<file path="config.mk">
export PLATFORM = sky130hd
export DESIGN_NAME = truth_table_sweeper
export DESIGN_NICKNAME = d
export VERILOG_FILES = /design/src/rtl/sweep_pkg.sv /design/src/rtl/settle_counter.sv /design/src/rtl/truth_table_sweeper.sv
export SDC_FILE = /design/constraint.sdc
export NUM_CORES = 1
export LEC_CHECK = 0
export CORE_AREA = 2 2 54 56
export CTS_CLUSTER_DIAMETER = 50
export CTS_CLUSTER_SIZE = 24
export DETAILED_ROUTE_END_ITERATION = 7
export DIE_AREA = 0 0 56 58
export PLACE_DENSITY_LB_ADDON = 0.2
export SLEW_MARGIN = 20
export SYNTH_ARGS = -nofsm -noshare
export SYNTH_HDL_FRONTEND = slang
export SYNTH_HIERARCHICAL = 1
export SYNTH_SLANG_ARGS = --single-unit
</file>
<file path="constraint.sdc">
create_clock -name clk -period 1.7 [get_ports clk]
set_input_delay 0.34 -clock clk [delete_from_list [all_inputs] [get_ports clk]]
set_output_delay 0.34 -clock clk [all_outputs]
set_load 0.005 [all_outputs]
</file>
<file path="src/rtl/sweep_pkg.sv">
// Shared types and sizing helpers for the truth-table sweeper.
package sweep_pkg;

  typedef enum logic [1:0] {IDLE, DRIVE, SAMPLE, DONE} sweep_state_t;

  // Number of input vectors for an n-input function.
  function automatic int NVEC(input int n);
    return 1 << n;
  endfunction

  // Width of a counter that must hold values up to settle.
  function automatic int cnt_width(input int settle);
    return (settle < 1) ? 1 : $clog2(settle + 1);
  endfunction

endpackage

</file>
<file path="src/rtl/settle_counter.sv">
// Per-vector settle timer: counts while enabled, flags the last settle cycle.
module settle_counter
  import sweep_pkg::*;
#(
  parameter int SETTLE_CYCLES = 8,
  parameter int CNT_W         = cnt_width(SETTLE_CYCLES)
) (
  input  logic clk,
  input  logic rst_n,
  input  logic clear_i,
  input  logic en_i,
  output logic tc_o
);

  logic [CNT_W-1:0] cnt_q, cnt_d;

  always_comb begin
    cnt_d = cnt_q;
    if (clear_i)   cnt_d = '0;
    else if (en_i) cnt_d = cnt_q + CNT_W'(1);
  end

  // NOTE: sequential state is updated with non-blocking assignments so every
  // register samples its inputs from the same pre-edge values.
  always_ff @(posedge clk or negedge rst_n) begin
    if (!rst_n) cnt_q <= '0;
    else        cnt_q <= cnt_d;
  end

  assign tc_o = (cnt_q == CNT_W'(SETTLE_CYCLES - 1));

endmodule

</file>
<file path="src/rtl/truth_table_sweeper.sv">
// Walks every input vector of a combinational FUT, lets it settle, and
// compares the sampled output against a golden truth table.
module truth_table_sweeper
  import sweep_pkg::*;
#(
  parameter int                    N_IN          = 4,
  parameter int                    SETTLE_CYCLES = 8,
  parameter logic [NVEC(N_IN)-1:0] EXPECTED      = 16'h7FFF
) (
  input  logic            clk,
  input  logic            rst_n,
  input  logic            start,
  input  logic            abort,
  output logic [N_IN-1:0] dut_in,
  input  logic            dut_out,
  output logic            busy,
  output logic            done,
  output logic            pass,
  output logic [N_IN:0]   err_count,
  output logic [N_IN-1:0] first_fail_vec,
  output logic            first_fail_vld
);

  localparam logic [N_IN-1:0] LAST_VEC = '1;

  sweep_state_t state_q, state_d;

  logic [N_IN-1:0] vec_q, vec_d;
  logic [N_IN:0]   err_q, err_d;
  logic [N_IN-1:0] ff_vec_q, ff_vec_d;
  logic            ff_vld_q, ff_vld_d;
  logic            settle_tc;

  wire idle_or_done = (state_q == IDLE) || (state_q == DONE);
  wire in_sweep     = (state_q == DRIVE) || (state_q == SAMPLE);
  wire start_sweep  = idle_or_done && start;
  wire abort_sweep  = in_sweep && abort;
  wire mismatch     = (dut_out != EXPECTED[vec_q]);

  settle_counter #(
    .SETTLE_CYCLES (SETTLE_CYCLES)
  ) u_settle (
    .clk     (clk),
    .rst_n   (rst_n),
    .clear_i (state_q != DRIVE),
    .en_i    (state_q == DRIVE),
    .tc_o    (settle_tc)
  );

  always_ff @(posedge clk or negedge rst_n) begin
    if (!rst_n) state_q <= IDLE;
    else        state_q <= state_d;
  end

  // NOTE: every variable written in a combinational block gets a default
  // first, so no path leaves it unassigned and no latch is inferred.
  always_comb begin
    state_d = state_q;
    unique case (state_q)
      IDLE:   if (start) state_d = DRIVE;
      DRIVE:  if (abort) state_d = IDLE;
              else if (settle_tc) state_d = SAMPLE;
      SAMPLE: if (abort) state_d = IDLE;
              else if (vec_q == LAST_VEC) state_d = DONE;
              else state_d = DRIVE;
      DONE:   if (start) state_d = DRIVE;
      default: state_d = IDLE;
    endcase
  end

  // Abort leaves the partial error results visible but parks the FUT at 0.
  always_comb begin
    vec_d    = vec_q;
    err_d    = err_q;
    ff_vec_d = ff_vec_q;
    ff_vld_d = ff_vld_q;
    if (start_sweep) begin
      vec_d    = '0;
      err_d    = '0;
      ff_vec_d = '0;
      ff_vld_d = 1'b0;
    end else if (abort_sweep) begin
      vec_d = '0;
    end else if (state_q == SAMPLE) begin
      if (mismatch) begin
        err_d = err_q + (N_IN + 1)'(1);
        if (!ff_vld_q) begin
          ff_vec_d = vec_q;
          ff_vld_d = 1'b1;
        end
      end
      if (vec_q != LAST_VEC) vec_d = vec_q + N_IN'(1);
    end
  end

  always_ff @(posedge clk or negedge rst_n) begin
    if (!rst_n) begin
      vec_q    <= '0;
      err_q    <= '0;
      ff_vec_q <= '0;
      ff_vld_q <= 1'b0;
    end else begin
      vec_q    <= vec_d;
      err_q    <= err_d;
      ff_vec_q <= ff_vec_d;
      ff_vld_q <= ff_vld_d;
    end
  end

  always_comb begin
    dut_in         = vec_q;
    busy           = in_sweep;
    done           = (state_q == DONE);
    pass           = (state_q == DONE) && (err_q == '0);
    err_count      = err_q;
    first_fail_vec = ff_vec_q;
    first_fail_vld = ff_vld_q;
  end

endmodule

</file>
==> out/summary.txt, run 1 <==
CP Class - reg -> reg
CP max stage delay - 0.47 ns
n_diodes - 0
max-cap violation count - 0
share of the yosys chip area belonging to registers - 43.2%
row count - 19
vias in the first global route - 1,043
clock sink total - 20
post-route ant nets - 0
clk root buf - clkbuf_4
vias per cell - 5.36
Buffers & Inverters on Critical Path - 1
worst-path cell chain - inv_2, ha_4, mux2_4, nor2_1, or4b_4, nand3_2
CTS H-tree depth - 1
Data required, critical path - 1.95 ns
layout cell share with drive strength beyond 1 - 28.6%
Critical Path Fanout Max - 5
CTS buffer count - 3
Distinct cells, synth - 34
HPWL after detailed placement - 1.97 mm
count of final setup violators - 3
P&R area growth vs syn - 44.0%
die area - 3250 um2
FMAX - 567 MHz
Area after DPL - 1540 um2
violated checks - setup timing
vias - 1,030
setup ws final - -0.0629 ns
met3 Track Usage GR - 4.91%
largest net degree at the start of global routing - 21
Mapped Nets - 128
RD Place Congestion - 0.796
total wire length - 2.66 mm
first-pass GRT wire length - 4.44 mm
Core ar. - 2660 um2
GR Layer Usage met2 - 32.1%
leakage power - 0.000804 uW
hold-fix buffers at CTS - 0
DRT iter0 DRCs - 22
Top FF cell, synth - dfrtp_1
Residual DRC - 0
Final #Nets - 176
met1 usage - 20.1%
CTS tree - done
Synth Area per Inst - 10.2 um2
Max VDD drop - 1.19 mV
number of synthesized register bits - 20
initial antenna violation count - 0
First-pass DRT Iterations - 4
per-cell routed wire length - 13.9 um
CP startpoint kind - flip-flop
fin cells - 192
Clock Pin Slew Worst Setup and Hold Paths - 0.13 ns
I/O pin count - 22
placed cells - 182
GRT Max-Usage Layer - met2
Tcrit/Tclk final - 104%
Synth Instances - 114
starting density of the core - 43.5%
GRT Overall Usage - 17.4%
Final Max Tran Viols - 0
Tmin final - 1.76 ns
clock latency on the worst-skew pair - 0.31 ns
PwrDens - 1290 nW/um2
Relative slew margins - 68.3%
clock buffer depth - 2
Cell Area, Synth - 1160 um2
status - finished, violations left
Die X - 56 um
worst hold margin - 0.340 ns
Final Hold Viols - 0
number of synthesized flops with an enable pin - 0
Post-synth ARST share - 100%
Hold WC Path Type - in -> async
WP data arrival - 2.01 ns
total grt overflow - 0
Least-Margin Pin Slew - 0.473 ns
Worst Setup End Kind - flip-flop
Synth Warn # - 6
Clock Skew - 0.0136 ns
Die Span Y - 58 um
RSZ-0062 raised after global routing - true
Final Cell Area - 1670 um2
Slowest-stage cell, CP - or4b_4
number of port buffers - 21
CP delay by family, top - simple AND/OR/NAND/NOR gates
## area by class of cell
cell class,count,area (um2)
clock buffers,3,22.5
clock inverters,1,30.0
fillers,241,995
inverters,8,30.0
multi-input cells,86,666
flip-flops and latches,20,502
well taps,31,38.8
repair buffers,43,379
## where the power goes
| part | internal, uW | switching, uW |
|---|---|---|
| Clock | 238 | 162 |
| Sequential | 553 | 68.3 |
| Combinational | 600 | 522 |
## synthesized netlist by cell type, types with 2 or more instances
master | count | area share [%]
mux2i_1 | 2 | 1.7
a22o_1 | 4 | 3.0
nand3_1 | 8 | 3.5
nand2_1 | 13 | 4.2
xor2_1 | 2 | 1.5
nand3b_1 | 2 | 1.3
dfrtp_1 | 20 | 43
or4b_1 | 2 | 1.7
a21oi_1 | 3 | 1.3
mux2_4 | 3 | 3.9
nor2_1 | 13 | 4.2
o21ai_0 | 4 | 1.7
ha_1 | 9 | 9.7
inv_1 | 8 | 2.6
o311ai_0 | 2 | 1.5
## layer usage
layer | routed length (um) | vias to the layer above
met2 | 1400 | 33
met1 | 1120 | 495
li1 | - | 500
met3 | 122 | 2
met5 | 0 | -
met4 | 13 | 0
## cells in the final DEF, fill, tap and decap left out, types with 3 or more instances in the layout
cell / instances
dfrtp_1: 19
buf_4: 19
clkdlybuf4s50_1: 18
nor2_1: 13
nand2_1: 13
ha_1: 8
inv_1: 6
nand3_1: 6
a22o_1: 4
o21ai_0: 4
nand3_2: 3
mux2_4: 3
a21oi_1: 3
clkbuf_4: 3
buf_6: 3
## worst paths after layout
path	startpoint	to	slack (ns)	cells after the start
setup / recovery	state_q[0]	err_count[4]	-0.06	6
hold / removal	rst_n	err_count[0]	0.34	2
min in group clk	first_fail_vec[2]	first_fail_vec[2]	0.52	1
setup reg to reg	state_q[0]	err_count[4]	-0.06	6
max in group asynchronous	rst_n	err_count[4]	1.13	2
hold reg to reg	first_fail_vec[2]	first_fail_vec[2]	0.52	1
## kinds of logic (layout without fill, tap and decap cells)
group | after synthesis | count (layout) | synth area share [%]
adders and majority gates | 9 | 9 | 9.72
and+or+nand+nor | 49 | 49 | 22.0
DFF | 20 | 20 | 43.2
xor gates and xnor gates | 4 | 4 | 3.67
buffers and inverters | 8 | 55 | 2.59
AOI/OAI and AO/OA | 19 | 19 | 13.2
muxes | 5 | 5 | 5.62
## state kept, by name (all words and copies together), names as in the netlist
name / cells
state_q: 2
first_fail_vld: 1
u_settle/cnt_q: 4
err_count: 5
first_fail_vec: 4
dut_in: 4
## stage by stage
step                setup WS, ns  utilization [%]  power (uW)  TNS [ns]
global route              -0.147             62.6        2290    -0.814
finish                   -0.0629             62.6        2140    -0.163
CTS                      -0.0889             60.7        2070    -0.340
floorplan                 0.0170                -        1190         0
global placement         -0.0891             57.8        1600    -0.378
detailed placement        -0.132             57.8        1640    -0.696
## timing repair
action	CTS	global route
setup buffers	1	5
setup endpoints to repair	11	16
resized for setup	9	8
pin swaps	4	2
Power figures use the tool's default switching activity.
==> inputs of run 2 (changes only) <==
--- a/config.mk
+++ b/config.mk
@@ -13,3 +13,2 @@
 export PLACE_DENSITY_LB_ADDON = 0.2
-export SLEW_MARGIN = 20
 export SYNTH_ARGS = -nofsm -noshare
==> constraint.sdc (replaced) <==
create_clock -name clk -period 1.7 [get_ports clk]
set_input_delay 0.51 -clock clk [delete_from_list [all_inputs] [get_ports clk]]
set_output_delay 0.51 -clock clk [all_outputs]
set_load 0.005 [all_outputs]
==> out/summary.txt, run 2 (synthesis gave the netlist of run 1 again) <==
Tcrit/Tclk final - 108%
DRT iter0 DRCs - 14
Seq pwr share - 29.1%
max-cap violation count - 0
HPWL after detailed placement - 2.03 mm
Tmin final - 1.83 ns
hold-fix buffers at CTS - 0
setup ws final - -0.130 ns
Clock Pin Slew Worst Setup and Hold Paths - 0.12 ns
switch share - 36.8%
Slowest-stage cell, CP - or4b_1
starting density of the core - 43.5%
Cell Int Power - 1330 uW
CP delay by family, top - simple AND/OR/NAND/NOR gates
worst-path cell chain - buf_6, inv_4, ha_4, mux2_4, nor2_1, or4b_1, nand3_1
Clock power frac - 13.5%
Top Metal Used - met4
Comb pwr share - 57.4%
Residual DRC - 0
clock latency on the worst-skew pair - 0.31 ns
number of port buffers - 21
row count - 19
RSZ-0062 raised after global routing - true
CTS buffer count - 3
leakage power - 0.000982 uW
clk root buf - clkbuf_4
CP Class - reg -> reg
per-cell routed wire length - 13.4 um
fin cells - 202
Buffers & Inverters on Critical Path - 2
Max VDD drop - 0.816 mV
vias per cell - 5.21
Data required, critical path - 1.95 ns
Core ar. - 2660 um2
FMAX - 547 MHz
CTS tree - done
Critical Path Fanout Max - 5
die area - 3250 um2
post-route ant nets - 0
violated checks - setup timing
most common cell after layout, fill and taps aside - buf_4
largest net degree at the start of global routing - 21
status - finished, violations left
Pwr Total - 2110 uW
P&R area growth vs syn - 51.0%
first-pass GRT wire length - 4.57 mm
initial antenna violation count - 0
CTS H-tree depth - 1
clock sink total - 20
Area after DPL - 1560 um2
wire length on met2 - 1.34 mm
max reg flops - 5
worst hold margin - 0.525 ns
Relative slew margins - 79.5%
PwrDens - 1210 nW/um2
GRT Overall Usage - 17.6%
Final Hold Viols - 0
count of final setup violators - 10
total wire length - 2.71 mm
vias in the first global route - 1,028
layout cell share with drive strength beyond 1 - 32.7%
Hold WC Path Type - in -> async
Die Span Y - 58 um
fill count - 218
Final Cell Area - 1750 um2
Die X - 56 um
placed cells - 185
CP startpoint kind - flip-flop
vias - 1,053
clock buffer depth - 2
I/O pin count - 22
WP data arrival - 2.08 ns
sw power - 775 uW
RD Place Congestion - 0.753
most frequent cells in the layout - buf_4 (29), dfrtp_1 (19), nand2_1 (13)
total grt overflow - 0
CP max stage delay - 0.44 ns
Clock Skew - 0.00315 ns
Final Max Tran Viols - 0
n_diodes - 0
Worst Setup End Kind - flip-flop
wl on met1 - 1.21 mm
Final #Nets - 186
metal3 WL - 125 um
Least-Margin Pin Slew - 0.303 ns
First-pass DRT Iterations - 4
## run 2: changes by cell type in the layout (fill, tap and decap cells not counted), moves of 6 or more
cell	before	now
dlygate4sd2_1	0	7
buf_4	19	29
clkdlybuf4s50_1	18	4
dlymetal6s2s_1	1	7
## run 2: timing repair
action	4_1_cts	5_1_grt
cloned	0	0
pin swaps	3	1
gates resized for setup	29	10
endpoints found under the hold margin	0	0
setup buffers	11	2
endpoints found under the setup margin	24	18
## run 2: through the flow
| step | worst slack (ns) | utilization, % | TNS, ns |
|---|---|---|---|
| 6_report | -0.130 | 65.7 | -0.603 |
| 4_1_cts | -0.104 | 63.7 | -0.395 |
| 2_1_floorplan | 0.0170 | - | 0 |
| 5_1_grt | -0.196 | 65.7 | -1.20 |
| 3_3_place_gp | -0.264 | 58.7 | -2.13 |
| 3_5_place_dp | -0.278 | 58.7 | -2.32 |
## run 2: worst paths after layout
| path | from | endpoint | slack (ns) | cells after the start |
|---|---|---|---|---|
| max in group asynchronous | rst_n | dut_in[3] | 0.94 | 2 |
| hold / removal | rst_n | err_count[0] | 0.52 | 2 |
| setup reg to reg | state_q[0] | err_count[4] | -0.13 | 7 |
| setup / recovery | state_q[0] | err_count[4] | -0.13 | 7 |
| min in group clk | u_settle/cnt_q[1] | u_settle/cnt_q[1] | 0.57 | 2 |
| hold reg to reg | u_settle/cnt_q[1] | u_settle/cnt_q[1] | 0.57 | 2 |
## run 2: area by class of cell
type                       instances  area (um2)  area share (%)
multi-input combinational         86         678            38.8
sequential                        20         502            28.7
timing repair buffer              53         462            26.4
tap                               31        38.8            2.22
clock buffer                       4        36.3            2.07
inverter                           8        32.5            1.86
## run 2: routing by layer
metal  track usage (%)  up-vias
met3              3.13        3
met4              5.10        0
met5                 0        -
met2              29.7       24
met1              23.5      507
li1                  -      519
## run 2: power by group through the flow
stage                     clock (uW)  sequential [uW]  combinational, uW
final                            286              614               1210
after global routing             311              625               1320
after CTS                        288              613               1180
after detailed placement           0              626               1070
after global placement             0              623               1030
after floorplan                    0              645                544
